### src/rtl/relu_layer_buffer_floating_point32_pkg.sv
// Shared constants and bank-state encoding for the ReLU layer buffer.
// FP32 words, 32 nodes per layer vector.
package relu_layer_buffer_floating_point32_pkg;

  localparam int DATA_WIDTH = 32;
  localparam int NODES      = 32;
  localparam int ADDR_WIDTH = 5;
  localparam int SIGN_BIT   = 31;

  localparam logic [DATA_WIDTH-1:0] FP32_ZERO = '0;

  typedef enum logic [1:0] {
    ST_EMPTY    = 2'd0,
    ST_FILLING  = 2'd1,
    ST_FULL     = 2'd2,
    ST_DRAINING = 2'd3
  } bank_state_e;

endpackage

### src/rtl/relu_layer_buffer_floating_point32_relu.sv
// FP32 ReLU: any word with the sign bit set (incl. -0, -Inf, -NaN) maps to +0.
// Positive values, +Inf and positive NaN pass unchanged.
module relu_floating_point32
  import relu_layer_buffer_floating_point32_pkg::*;
(
  input  logic [DATA_WIDTH-1:0] x,
  output logic [DATA_WIDTH-1:0] y
);

  assign y = x[SIGN_BIT] ? FP32_ZERO : x;

endmodule

### src/rtl/relu_layer_buffer_floating_point32.sv
// Ping-pong buffer: ReLU at write time, two NODES-deep banks,
// each full bank replayed as a gapless serial stream.
module relu_layer_buffer_floating_point32
  import relu_layer_buffer_floating_point32_pkg::*;
(
  input  logic                  clk,
  input  logic                  rst_n,
  input  logic                  i_valid,
  input  logic [DATA_WIDTH-1:0] i_data,
  output logic [DATA_WIDTH-1:0] o_data,
  output logic                  o_valid,
  output logic                  o_last,
  output logic                  o_overflow
);

  localparam logic [ADDR_WIDTH-1:0] LAST_ADDR = ADDR_WIDTH'(NODES - 1);

  logic [DATA_WIDTH-1:0] mem0 [NODES];
  logic [DATA_WIDTH-1:0] mem1 [NODES];

  bank_state_e bank_st [2];
  bank_state_e st_nxt  [2];

  logic                  wr_bank;
  logic                  rd_bank;
  logic [ADDR_WIDTH-1:0] wr_addr;
  logic [ADDR_WIDTH-1:0] rd_addr;
  logic [DATA_WIDTH-1:0] relu_word;
  logic [DATA_WIDTH-1:0] rd_word;
  logic                  wr_ok;
  logic                  wr_last;
  logic                  drain_on;
  logic                  rd_last;

  relu_floating_point32 u_relu (
    .x (i_data),
    .y (relu_word)
  );

  assign wr_ok    = i_valid &&
                    (bank_st[wr_bank] == ST_EMPTY ||
                     bank_st[wr_bank] == ST_FILLING);
  assign wr_last  = wr_addr == LAST_ADDR;
  assign drain_on = bank_st[rd_bank] == ST_DRAINING;
  assign rd_last  = rd_addr == LAST_ADDR;
  assign rd_word  = rd_bank ? mem1[rd_addr] : mem0[rd_addr];

  always_ff @(posedge clk) begin
    if (wr_ok) begin
      if (wr_bank) mem1[wr_addr] <= relu_word;
      else         mem0[wr_addr] <= relu_word;
    end
  end

  // Write and read only ever touch a bank in disjoint states, so no priority clash.
  always_comb begin
    st_nxt[0] = bank_st[0];
    st_nxt[1] = bank_st[1];
    if (wr_ok)
      st_nxt[wr_bank] = wr_last ? ST_FULL : ST_FILLING;
    if (drain_on && rd_last) begin
      st_nxt[rd_bank] = ST_EMPTY;
      if (bank_st[~rd_bank] == ST_FULL)
        st_nxt[~rd_bank] = ST_DRAINING;
    end else if (!drain_on && bank_st[rd_bank] == ST_FULL) begin
      st_nxt[rd_bank] = ST_DRAINING;
    end
  end

  always_ff @(posedge clk or posedge rst_n) begin
    if (rst_n) begin
      bank_st[0] <= ST_EMPTY;
      bank_st[1] <= ST_EMPTY;
    end else begin
      bank_st[0] <= st_nxt[0];
      bank_st[1] <= st_nxt[1];
    end
  end

  always_ff @(posedge clk or posedge rst_n) begin
    if (rst_n) begin
      wr_addr    <= '0;
      wr_bank    <= 1'b0;
      o_overflow <= 1'b0;
    end else if (wr_ok) begin
      wr_addr <= wr_addr + 1'b1;
      if (wr_last) wr_bank <= ~wr_bank;
    end else if (i_valid) begin
      o_overflow <= 1'b1;
    end
  end

  // rd_addr wraps to 0 on the last element, so a queued bank starts at element 0.
  always_ff @(posedge clk or posedge rst_n) begin
    if (rst_n) begin
      rd_addr <= '0;
      rd_bank <= 1'b0;
      o_data  <= FP32_ZERO;
      o_valid <= 1'b0;
      o_last  <= 1'b0;
    end else begin
      o_valid <= drain_on;
      o_last  <= drain_on && rd_last;
      if (drain_on) begin
        o_data  <= rd_word;
        rd_addr <= rd_addr + 1'b1;
        if (rd_last) rd_bank <= ~rd_bank;
      end
    end
  end

endmodule

### config.mk
export PLATFORM = sky130hd
export DESIGN_NAME = relu_layer_buffer_floating_point32
export DESIGN_NICKNAME = d
export VERILOG_FILES = /design/src/rtl/relu_layer_buffer_floating_point32_pkg.sv /design/src/rtl/relu_layer_buffer_floating_point32_relu.sv /design/src/rtl/relu_layer_buffer_floating_point32.sv
export SDC_FILE = /design/constraint.sdc
export NUM_CORES = 2
export LEC_CHECK = 0
export ABC_AREA = 1
export BUFFER_PORTS_ARGS = -buffer_cell sky130_fd_sc_hd__buf_2
export CORE_MARGIN = 5
export CORE_UTILIZATION = 57
export DETAILED_ROUTE_END_ITERATION = 6
export PLACE_DENSITY_LB_ADDON = 0.12
export SKIP_CTS_REPAIR_TIMING = 1
export SLEW_MARGIN = 20
export SYNTH_ARGS = -nofsm -noshare
export SYNTH_HDL_FRONTEND = slang
export SYNTH_SLANG_ARGS = --single-unit
### constraint.sdc
create_clock -name clk -period 4.9 [get_ports clk]
set_input_delay 0.735 -clock clk [delete_from_list [all_inputs] [get_ports clk]]
set_output_delay 0.735 -clock clk [all_outputs]
set_load 0.05 [all_outputs]
======== Word-level counts from Yosys, hierarchy flattened ========
Memory sizes are Yosys's and may differ from the RTL's.
Cells that the tools add are included.
cells by class
  magnitude comparators ................... 6
  bitwise operators ....................... 10
  reduce and logical (&&, ||, !) cells .... 12
  mux-type cells .......................... 29
  shift operators ......................... 0
  add/subtract/negate cells ............... 2
  divide/modulo/power cells ............... 0
  $mul .................................... 0
  equal/unequal tests ..................... 6
operators by type and width
  cell                                                 number
  2-to-1 mux 32 bit                                    1
  2-to-1 mux 31 bit                                    1
  2-to-1 mux 2 bit                                     13
  2-to-1 mux 4 bit                                     4
  adder 5 x 1 -> 5 bit, second input constant          2
  equality test 5 bit, second input constant           2
  OR 4 bit                                             2
  demux 2 bit (select 1 bit)                           3
  equality test 2 bit, second input constant           3
  >= comparator 2 bit, second input constant           3
  logical AND 1 bit                                    6
  < comparator 2 x 1 -> 1 bit, second input constant   3
  2-to-1 mux 1 bit                                     6
  NOT 1 -> 2 bit                                       3
  AND reduction 2 bit                                  3
  AND 4 bit                                            1
  bitwise mux 4 bit                                    1
  NOT 4 bit                                            1
  NOT 1 bit                                            3
  equality test 2 x 1 -> 1 bit, second input constant  1
  logical NOT 2 bit                                    1
  logical NOT 1 bit                                    1
  logical OR 1 bit                                     1
storage, ports and cells
  logic and storage cells ................. 77
  flip-flop bits (word level) ............. 51
  memories ................................ 2
  memory bits (read-only) ................. 0
  bits in latches ......................... 0
  bits in writable memories ............... 1984
memories
  memory  depth  width  read ports  clocked after memory_dff  wr ports  RTL line                                  source
  mem0    32     31     1           0                         1         relu_layer_buffer_floating_point32.sv:18  logic [DATA_WIDTH-1:0] mem0 [NODES];
  mem1    32     31     1           0                         1         relu_layer_buffer_floating_point32.sv:19  logic [DATA_WIDTH-1:0] mem1 [NODES];

======== Logic depth before layout (Yosys ltp) ========
  word-level depth ........................ 12
  gate-level depth with buffers ........... 14
  depth with buffers taken out ............ 11

======== Hierarchy ========
Synthesis repeated with hierarchy kept, for this count alone.
second synthesis, totals
  cells, all modules ...................... 7972
  area total of the unflattened synthesis .. 87383.8 um2
modules (own cells, without submodules)
  module                              area an instance (um2)  sequential area each (um2)  cells each  instances
  relu_layer_buffer_floating_point32  87106.0                 62775.2                     7905        1
  relu_floating_point32               277.8                   0.0                         67          1

======== Worst setup path after synthesis ========
OpenSTA, ideal clock, no wires.
  kind .................................... input -> register
  from .................................... in i_valid
  to ...................................... mem mem0[10][0] (netlist bit) (enable)
  path buffers ............................ 1
  cell stages on the path ................. 5
  required time ........................... 4.481 ns
  setup slack ............................. 1.802 ns
  arrival ................................. 2.679 ns
  cell sequence ........................... nand2_1 -> nor2_1 -> inv_1 -> clkbuf_1 -> nor2_1
on the way
  longest elaborated chain between the ends .. 3
ends and longest elaborated chain
  element                                 RTL line                                  source
  start, declared                         relu_layer_buffer_floating_point32.sv:8   input logic i_valid,
  logical AND 1 bit                       relu_layer_buffer_floating_point32.sv:40  assign wr_ok = i_valid &&
  2-to-1 mux 1 bit                        relu_layer_buffer_floating_point32.sv:49  if (wr_ok) begin
  2-to-1 mux 1 bit (not written as such)  relu_layer_buffer_floating_point32.sv:51  else mem0[wr_addr] <= relu_word;
  end, declared                           relu_layer_buffer_floating_point32.sv:18
Every way passes these cells.

======== Final worst setup path ========
  from .................................... reg rd_addr[2]
  to ...................................... reg o_data[27]
on the way
  longest elaborated chain between the ends .. 2
  elaborated cells between the ends (all ways) .. 3
  classes of those cells .................. mux: 1; memory: 2
ends and longest elaborated chain
  element                                       RTL line                                   source
  start, declared                               relu_layer_buffer_floating_point32.sv:27   logic [ADDR_WIDTH-1:0] rd_addr;
  start signal, assigned                        relu_layer_buffer_floating_point32.sv:106  rd_addr <= rd_addr + 1'b1;
  memory read (32 x 31 bit) (on tied branches)  n/a
  2-to-1 mux 32 bit *                           relu_layer_buffer_floating_point32.sv:46   assign rd_word = rd_bank ? mem1[rd_addr] : mem0[rd_addr];
  end signal, assigned                          relu_layer_buffer_floating_point32.sv:105  o_data <= rd_word;
  end, declared                                 relu_layer_buffer_floating_point32.sv:10   output logic [DATA_WIDTH-1:0] o_data,
Mark *: on every way between the ends. The rest lies on a longest branch, timed or not.
A chain may end at the register's enable or synchronous reset.

==> out/qor.yml <==
tritoncts_num_sinks: 2034
wire_per_inst_um: 24.72
max_cap_viol_count: 0
ys_ff_latch: 2034
io_buffer_count: 68
timing.critical_path.from: "rd_addr[2]$_DFFE_PP0P_"
drt_wl_total_um: 243700
layout-drive-gt1-share: 0.07761
fin_ws_ps: 1227
cts_htree_levels: 4
later_pin_clock_latency_in_the_skew_report_ps: 850
routed-via-count: 57030
remaining_global_route_overflow: 0
outcome: "finished, violations left"
worst_path_max_delay_cell: "buf_4"
yosysWarningCount: 0
async_flop_share: 0.02458
cpMostUsedCell: "nand2_1"
critical_path_rt_ps: 5610
data_arrival_at_the_endpoint_of_the_critical_path_ps: 4380
synth_top_flop_cell: "edfxtp_1"
cts_tree: "done"
first_global_vias: 53300
min_period_ps: 3673
timing.setup.critical_path_class: "reg -> reg"
slew_violations: 0
slew-limit-headroom: 0.1434
final_hold_viol_count: 0
synth.top_cells.by_count: "nand2_1 (2808), edfxtp_1 (1984), nand3_1 (1057), inv_1 (672), nor2_1 (418)"
reg2reg_depth: 10
reg2reg_slack_ps: 1230
post_syn_instances: 7748
cts-buffers-inserted: 204
synth_top_area_share: 0.7040
worst_setup_path_start_kind: "flip-flop"
library_cells_used_by_synthesis: 23
gp_congestion: 0.8874
die_x_um: 395.3
p_leak_nw: 36.88
post_synth_instance_area_um2: 84620
yosys.cell_count.top_type: "nand2_1"
synth_seq_area_share: 0.7188
final_net_count: 7793
timing.critical_path.cells: "inv_6, nand2_4, buf_4, a21oi_1, nor2_1, nand2_1, nand3_1, nand2_1, nand2_1, nand2_1"
fp-row-count: 141
clockRootBuffer: "clkbuf_16"
place_worst_setup_slack_ps: 1313
final-setup-viol-count: 0
regToRegStartpoint: "rd_addr[2]$_DFFE_PP0P_"
dr.first_iter.drc_count: 6863
unrepaired_setup_endpoints_after_global_routing: "no"
reg2reg_to: "o_data[27]$_DFFE_PP0P_"
pin_count_of_the_biggest_net_entering_global_routing: 222
achievable-frequency_mhz: 272.3
pwr_density_cell_nw_per_um2: 557.4
grt_pass1_wl_um: 354900
finalHoldWorstSlack_ps: 198.9
area_growth_pct: 11.31
tightest_slew_ps: 1285
synthesis.area_per_instance_um2: 10.92
antenna_found_initial: 18
cp_slowest_stage_delay_ps: 890
antenna_violating_nets_post_route: 0
chipHeight_um: 395.3
timing.critical_path.fanout_max: 56
fp.dieArea_um2: 156300
holdCritPathClass: "in -> async"
max-vdd-ir-drop_mv: 0.5258
min_period_over_period: 0.7496
synth.largest_area_cell: "edfxtp_1"
violations: "DRC"
synthesis.nets: 7791
clk_transition_reported_paths_ps: 60
worst_clk_skew_ps: 28.62
detail_route.drc_violations: 1
coreArea_um2: 147700
gr-usage-all-layers: 0.3081
hpwlAfterDp_um: 141000
setup_total_negative_slack_ps: 0
ios: 70
initial_utilization: 0.5731
average_via_count_per_standard_cell: 5.785
synth.top_cells.by_area: "edfxtp_1 (70%), nand2_1 (12%), nand3_1 (6.3%)"
max-clock-path-buffers: 3
setup.worst_path.end_class: "flip-flop"
number_of_enable_flip_flop_cells_after_synthesis: 1984
drt_pass1_iterations: 7
==> layout by cell type (no fill, tap or decap), types with 16 or more instances in the layout <==
cell	instances
edfxtp_1	1984
clkinv_1	46
o21ai_0	67
o211ai_1	94
clkbuf_8	16
buf_2	67
nor2_4	95
inv_1	669
nand2_1	2806
clkinv_2	28
dfrtp_1	46
buf_4	135
nor2_1	323
clkbuf_16	207
nand3_1	1057
clkbuf_1	64
a21oi_1	127
buf_12	26
==> final cells by class <==
type                            count  area [µm²]
Fill cell                       11250       53470
Tap cell                         1930        2415
Antenna cell                        4       10.01
Timing Repair Buffer              235        2062
Clock buffer                      287        5640
Clock inverter                     93       626.9
Sequential cell                  2034       60840
Multi-Input combinational cell   4597       20030
Inverter                          678        2575
==> sequential cells by signal, summed over array words and instances, names as in the netlist <==
name        count
mem0          992
mem1          992
o_data         31
rd_addr         5
wr_addr         5
bank_st         4
o_last          1
o_overflow      1
o_valid         1
rd_bank         1
wr_bank         1
==> critical path: cells and delay by family (launching register included) <==
family | cells | cell delay, ps
flops | 1 | 680
simple gates | 7 | 1430
buf+inv | 2 | 1210
compound gates | 1 | 70
==> power breakdown <==
group | switching [W] | internal [W]
combinational | 0.0133 | 0.00424
clock | 0.00651 | 0.00822
sequential | 0.000581 | 0.0197
total | 0.0204 | 0.0321
==> stage by stage <==
stage                     instances  total power, W  instance area, µm²  utilization
final                          9858         0.05251               94200       0.6379
after global placement         9463         0.03786               87640       0.5935
after floorplan                7748         0.03120               84620            -
after detailed placement       9473         0.03797               87900       0.5953
after global routing           9854         0.05475               94190       0.6378
after CTS                      9853         0.05252               94170       0.6377
==> layer usage <==
layer  track usage  share of wire  vias up
met4        0.1248          0.044        4
met3       0.05788           0.10      429
met5             0       0.000090        -
li1              -              -    25890
met1        0.4377           0.40    27820
met2        0.4763           0.46     2889
==> cells by family (layout without fill, tap and decap cells) <==
kind of cell / count (synthesis) / after routing / share of synthesized area
other: 1 / 5 / 0.00004431
and+or+nand+nor: 4291 / 4291 / 0.2061
xor gates and xnor gates: 6 / 6 / 0.0006210
DFF: 2034 / 2034 / 0.7188
buffers and inverters: 1117 / 1293 / 0.05314
adders and majority gates: 8 / 8 / 0.001183
AOI/OAI and AO/OA: 291 / 291 / 0.02008
==> worst max-delay path by stage <==
stage | end | slack [ps] | depth (start not counted)
CTS | o_data[7]$_DFFE_PP0P_ | 1290 | 13
global route | o_data[27]$_DFFE_PP0P_ | 980 | 13
detailed placement | o_data[7]$_DFFE_PP0P_ | 1310 | 13
floorplan | mem0[10][0]$_DFFE_PP_ | 1800 | 5
finish | o_data[27]$_DFFE_PP0P_ | 1230 | 10
global placement | o_data[3]$_DFFE_PP0P_ | 1270 | 8
(Power assumes the default switching activity.)
